--- src/rtl/extern_req_pacer.sv ---
// rtl/extern_req_pacer.sv - request-pacing FIFO ahead of the single-cycle divider extern
// Optional EXTERN_REQ_PACER_STATS_EN adds drop_count and high_water outputs.
module extern_req_pacer #(
  parameter int DATA_WIDTH = 64,
  parameter int DEPTH      = 16,
  parameter int ISSUE_GAP  = 2,
  parameter int CNT_WIDTH  = 16
) (
  input  logic                     aclk,
  input  logic                     aresetn,
  input  logic                     req_in_valid,
  input  logic [DATA_WIDTH-1:0]    req_in,
  output logic                     req_out_valid,
  output logic [DATA_WIDTH-1:0]    req_out,
  output logic [$clog2(DEPTH):0]   level,
  output logic                     full,
  output logic                     empty,
  output logic                     overflow
`ifdef EXTERN_REQ_PACER_STATS_EN
  ,
  output logic [CNT_WIDTH-1:0]     drop_count,
  output logic [$clog2(DEPTH):0]   high_water
`endif
);

  localparam int AW = $clog2(DEPTH);
  localparam int LW = AW + 1;
  localparam int GW = $clog2(ISSUE_GAP) + 1;

  typedef enum logic {S_READY, S_GAP} state_t;

  state_t          state, state_next;
  logic [GW-1:0]   gap_cnt, gap_next;
  logic [AW-1:0]   wr_ptr, rd_ptr;
  logic [LW-1:0]   level_next;
  logic            issue_now, wr_en, drop;

  logic [DATA_WIDTH-1:0] mem [DEPTH];

  assign full  = (level == LW'(DEPTH));
  assign empty = (level == '0);

  // A full FIFO still takes a write when an entry leaves in the same cycle.
  always_comb begin
    issue_now = (state == S_READY) && (level != '0);
    wr_en     = req_in_valid && (!full || issue_now);
    drop      = req_in_valid && !wr_en;
  end

  always_comb begin
    state_next = state;
    gap_next   = gap_cnt;
    case (state)
      S_READY: begin
        if (issue_now && (ISSUE_GAP > 1)) begin
          gap_next   = GW'(ISSUE_GAP - 1);
          state_next = S_GAP;
        end
      end
      S_GAP: begin
        gap_next = gap_cnt - GW'(1);
        if (gap_cnt == GW'(1)) begin
          state_next = S_READY;
        end
      end
      default: state_next = S_READY;
    endcase
  end

  always_comb begin
    level_next = level;
    case ({wr_en, issue_now})
      2'b10:   level_next = level + LW'(1);
      2'b01:   level_next = level - LW'(1);
      default: level_next = level;
    endcase
  end

  // Storage is not reset; level and pointers alone define which entries are live.
  always_ff @(posedge aclk) begin
    if (wr_en) begin
      mem[wr_ptr] <= req_in;
    end
  end

  always_ff @(posedge aclk or negedge aresetn) begin
    if (!aresetn) begin
      state         <= S_READY;
      gap_cnt       <= '0;
      wr_ptr        <= '0;
      rd_ptr        <= '0;
      level         <= '0;
      req_out_valid <= 1'b0;
      req_out       <= '0;
      overflow      <= 1'b0;
    end else begin
      state    <= state_next;
      gap_cnt  <= gap_next;
      level    <= level_next;
      overflow <= drop;
      if (wr_en) begin
        wr_ptr <= wr_ptr + AW'(1);
      end
      if (issue_now) begin
        rd_ptr        <= rd_ptr + AW'(1);
        req_out       <= mem[rd_ptr];
        req_out_valid <= 1'b1;
      end else begin
        req_out       <= '0;
        req_out_valid <= 1'b0;
      end
    end
  end

`ifdef EXTERN_REQ_PACER_STATS_EN
  always_ff @(posedge aclk or negedge aresetn) begin
    if (!aresetn) begin
      drop_count <= '0;
      high_water <= '0;
    end else begin
      if (drop && (drop_count != '1)) begin
        drop_count <= drop_count + CNT_WIDTH'(1);
      end
      if (level_next > high_water) begin
        high_water <= level_next;
      end
    end
  end
`endif

endmodule

--- config.mk ---
export PLATFORM = sky130hd
export DESIGN_NAME = extern_req_pacer
export DESIGN_NICKNAME = d
export VERILOG_FILES = /design/src/rtl/extern_req_pacer.sv
export SDC_FILE = /design/constraint.sdc
export NUM_CORES = 1
export LEC_CHECK = 0
export CAP_MARGIN = 30
export CORE_ASPECT_RATIO = 2
export CORE_UTILIZATION = 25
export DETAILED_ROUTE_END_ITERATION = 12
export GPL_ROUTABILITY_DRIVEN = 0
export PLACE_DENSITY = 0.45
export SLEW_MARGIN = 20
export SYNTH_ARGS = -nofsm -noshare
export SYNTH_HDL_FRONTEND = slang
export SYNTH_SLANG_ARGS = --single-unit
--- constraint.sdc ---
create_clock -name aclk -period 19.7 [get_ports aclk]
set_clock_uncertainty 0.15 [all_clocks]
set_input_delay 5.91 -clock aclk [delete_from_list [all_inputs] [get_ports aclk]]
set_output_delay 5.91 -clock aclk [all_outputs]
set_load 0.05 [all_outputs]
## Word level (Yosys, flattened, before mapping)

Memory sizes are Yosys's and may differ from the RTL's.
Cells that the tools add are included.

| storage, ports and cells | value |
|---|---|
| input port bits | 67 |
| memories kept | 1 |
| bits in registers | 82 |
| memory bits (writable) | 1024 |
| logic and storage cells | 38 |

| cells by class | value |
|---|---|
| reduce and logical (&&, ||, !) cells | 9 |
| muxes and demuxes | 9 |
| bitwise logic cells | 1 |
| $add $sub $neg | 5 |
| equal/unequal tests | 5 |

Memories:

| name | depth | width | read ports | clocked after Yosys merged registers in | wr ports | line | source |
|---|---|---|---|---|---|---|---|
| mem | 16 | 64 | 1 | 0 | 1 | 38 | `logic [DATA_WIDTH-1:0] mem [DEPTH];` |

Operator list:

| kind | count |
|---|---|
| $mux 64 | 1 |
| $pmux 5 s2 | 1 |
| $add 4x1->4 const B | 2 |
| $add 5x1->5 const B | 1 |
| $eq 5x5->1 const B | 1 |
| $logic_not 5->1 | 1 |
| $reduce_bool 5->1 | 1 |
| $sub 5x1->5 const B | 1 |
| $eq 2x1->1 const B | 2 |
| $mux 1 | 4 |
| $pmux 2 s2 | 1 |
| $logic_and 1x1->1 | 3 |
| $eq 2x2->1 const B | 1 |
| $logic_not 1->1 | 2 |
| $mux 2 | 1 |
| $ne 2x2->1 const B | 1 |
| $pmux 1 s2 | 1 |
| $reduce_bool 2->1 | 1 |
| $sub 2x1->2 const B | 1 |
| $logic_or 1x1->1 | 1 |
| $not 1->1 | 1 |

## Logic depth before layout (Yosys ltp)

| depth | value |
|---|---|
| word-level depth | 6 |
| depth in mapped cells | 9 |
| depth with buffers taken out | 8 |

## Least setup slack after synthesis

OpenSTA, ideal clock, no wires.

| timing path | value |
|---|---|
| kind | input to register |
| start | in req_in_valid |
| end | mem mem[3][0], enable pin |
| path slack | 6854 ps |
| buffers on the path | 0 |
| arrival | 12052 ps |
| cell stages on the path | 2 |
| path through | o21ai_2 -> nor4_1 |

| on the way | value |
|---|---|
| cells in the longest elaborated chain, start to end | 3 |

RTL lines:

| element | line | source |
|---|---|---|
| start: declaration | 11 | `input logic req_in_valid,` |
| $logic_and 1x1->1 | 46 | `wr_en = req_in_valid && (!full \|\| issue_now);` |
| $mux 1 | 81 | `if (wr_en) begin` |
| $mux 1 (implied by the code) | 82 | `mem[wr_ptr] <= req_in;` |
| end: declaration | 38 |  |

No other way between the ends.

## Worst setup path in the final report

| timing path | value |
|---|---|
| start | in req_in_valid |
| end | mem mem[12][25], enable pin |

The elaborated chain is that of the path after synthesis.

==> results summary <==
The total DRC errors in the routed layout came out at 2. The critical-path maximum fanout is 47. The via count of the first global-routing pass was 20823. The achievable frequency came out at 110 MHz. The row count came out at 212. The first global-routing pass estimated 153 mm of wire.

The die boundary height is 580 um. The number of flops mapped to enable cells by yosys came out at 1024. The synthesized net count is 1915. The synthesized design spends more area on one cell type than any other, namely edfxtp_1. Clock-pin slew was measured on the worst setup and hold paths at 0.06 ns. Dividing the final minimum period by the clock period gives 0.460.

The pre-antenna-repair detailed-routing pass consisted of 9 iterations. The overall power consumption came out at 7.06 mW. The post-synthesis async set-or-reset flop share is 0.0741. The path class of the tightest hold or removal check is reg2reg. Setup repair after global routing left no endpoint under its margin. Setup violations remaining at the end of the flow were counted as 0. The maximum VDD drop came out at 0.111 mV. The clock latency on the worst-skew pair came out at 0.68 ns. The area of the mapped netlist is 41800 um^2.

Counting instances, the worst hold path has a depth of 1. In the synthesized netlist the dominant register cell turns out to be edfxtp_1. The post-cts repair resize count came out at 0.

The number of ports placed on the die boundary is 140. After filler insertion, the fill cell instance count of the layout stands at 15944. The overflow left after global routing came out at 0.

The worst setup path is of the in2reg kind. In this run the horizontal extent of the chip is 291 um. The routed wire length is 106 mm.

The mean cell area of the mapped netlist is 22.8 um^2. The distinct cell type count of the synthesized netlist is 46. The total half-perimeter wirelength after legalization and detailed placement came out at 60.0 mm. The vias after detailed routing came out at 18730. The number of antenna violations at the first check in global routing came out at 15. The data required time of the critical path is 19.84 ns. The starting utilization of the core area came out at 0.251. The average via count per standard cell is 4.42. Across every metal layer, demand over resource in global routing totals 0.126. The area occupied by multi-input gates is 8520 um^2.

Entering global routing, the biggest net connects 123 pins. The worst hold path endpoint is gap_cnt[0]$_DFFE_PN0P_. The data arrival time of the critical path came out at 9.21 ns. The CTS H-tree depth came out at 3. The worst setup path is launched from an input pin. The tree is rooted in a clkbuf_16. The total of flip-flops plus latches after synthesis came out at 1106. The total clock buffers created by CTS is 98.

TritonCTS built the clock tree. In this run the critical register-to-register path is launched from rd_ptr[2]$_DFFE_PN0N_. The placement-stage cell area is 45800 um^2. The buffer levels on the longest clock path is 3. In this run the post-CTS setup repair buffer count came out at 0.

The die covers 169000 um^2. The hold violation count in the final report was 0. The total area of sequential cells is 32800 um^2.

The core footprint is 166000 um^2. The worst relative slew slack came out at 0.299. The number of nets with antenna violations after routing came out at 0. The measured slew at the worst slew-check pin is 1.05 ns. The hold path startpoint is gap_cnt[0]$_DFFE_PN0P_. The run finished, with violations left. The DRC violation total after the first TritonRoute iteration is 1087.

The fraction of final layout cells with drive strength greater than 1 is 0.250. By area the synthesized netlist is led by edfxtp_1 (74%), mux4_2 (13%), dfrtp_1 (4.9%), mux2i_1 (2.0%), mux2_2 (1.7%). The total of max-cap violations is 0. For this run, the share of the core covered by cells in the final layout is 0.295. The number of nets in the final layout is 2092. The number of max-slew violations in the final report was 0.

After routing the design area is 49100 um^2. The shortest clock period the worst path allows after layout came out at 9.07 ns. The top cell types in the final layout, fill and taps aside, are edfxtp_1 (1024), mux4_2 (246), clkdlybuf4s50_1 (138), clkbuf_16 (102), mux2i_1 (85). The average wire length per cell after detail routing came out at 25.1 um. The worst reg2reg path depth is 6.

The final reports fail on design-rule violations. The number of buffers inserted for hold repair after clock tree synthesis came out at 0. The post-synthesis instance total came out at 1838.

The reported leakage power is 15.4 nW. The setup TNS after final layout came out at 0 ns. The sequential element share of the synthesized area is 0.784. The post-synthesis to final-layout area growth is 17.4%. STA classifies the critical path endpoint as a flip-flop. The terminus of the critical flop-to-flop path is req_out[33]$_DFF_PN0_. The total power per unit cell area came out at 144 nW/um^2. Of the post-synthesis cell area, the dominant cell type holds 0.735.

The clock net sink count is 1106. Across all register-to-register paths, the minimum setup slack is 15.26 ns. The library cell used most frequently in the layout, excluding fill and tap cells, is edfxtp_1. The number of warnings issued by yosys came out at 0.

The count of buffers added on input and output ports is 139.
-- worst max-delay path: stages --
cell             delay (ns)
clkdlybuf4s50_1        0.58
inv_1                  0.13
a31oi_1                0.50
nand3_1                0.46
nor2_4                 0.71
buf_4                  0.83
-- through the flow --
step,setup slack (ns),std cells,hold WS [ns]
6_report,10.63,4241,0.356
5_1_grt,10.38,4240,0.361
4_1_cts,10.55,4239,0.350
3_5_place_dp,9.82,4055,0.344
3_3_place_gp,9.65,4051,0.315
2_1_floorplan,6.85,1838,0.304
-- state kept, by name, indices dropped and copies added (netlist names) --
signal         cells
req_out           64
mem             1024
state              1
level              5
rd_ptr             4
gap_cnt            2
wr_ptr             4
overflow           1
req_out_valid      1
-- layout make-up --
type / count / share of cell area
Timing Repair Buffer: 176 / 0.0357
Inverter: 11 / 0.000943
Tap cell: 2140 / 0.0545
Clock inverter: 55 / 0.0114
Antenna cell: 2 / 0.000102
Multi-Input combinational cell: 622 / 0.173
Clock buffer: 129 / 0.0555
Sequential cell: 1106 / 0.668
-- logic make-up (layout without fill, tap and decap cells) --
kind of cell,Yosys count,in the layout,synth area share
AO/OA/AOI/OAI,146,146,0.0186
XOR/XNOR,9,9,0.00188
adder cells (fa/ha/maj),10,10,0.00317
buffers and inverters,110,371,0.0142
flip-flops,1106,1106,0.784
multiplexers,394,394,0.170
other,0,2,0
AND/OR/NAND/NOR,63,63,0.00817
-- cells in the mapped netlist, types with 6 or more instances --
| master | count |
|---|---|
| edfxtp_1 | 1024 |
| mux2_2 | 63 |
| a22oi_1 | 6 |
| inv_1 | 9 |
| nor2_1 | 12 |
| o21ai_0 | 58 |
| nand2_1 | 12 |
| buf_2 | 38 |
| buf_4 | 26 |
| xnor2_1 | 6 |
| mux2i_1 | 85 |
| mux4_2 | 246 |
| ha_1 | 9 |
| dfrtp_1 | 82 |
| clkbuf_1 | 31 |
| a21oi_1 | 66 |
-- power by group --
| part | switching (mW) | internal [mW] |
|---|---|---|
| combinational | 1.17 | 0.863 |
| clock | 0.888 | 1.10 |
| sequential | 0.176 | 2.86 |
-- worst max path at each step --
stage            startpoint               endpoint  slack [ns]
2_1_floorplan  req_in_valid    mem[3][0]$_DFFE_PP_        6.85
3_3_place_gp   req_in_valid  mem[13][27]$_DFFE_PP_        9.65
3_5_place_dp   req_in_valid  mem[12][25]$_DFFE_PP_        9.82
4_1_cts        req_in_valid  mem[12][25]$_DFFE_PP_       10.55
5_1_grt        req_in_valid  mem[12][25]$_DFFE_PP_       10.38
6_report       req_in_valid  mem[12][25]$_DFFE_PP_       10.63
-- per-layer routing --
metal	vias to the layer above	GRT usage	wire, um
li1	8020	-	-
met1	10213	0.143	41200
met4	18	0.0380	2500
met2	341	0.238	58800
met3	138	0.0194	3780
met5	-	0	112
Power figures use the tool's default switching activity.
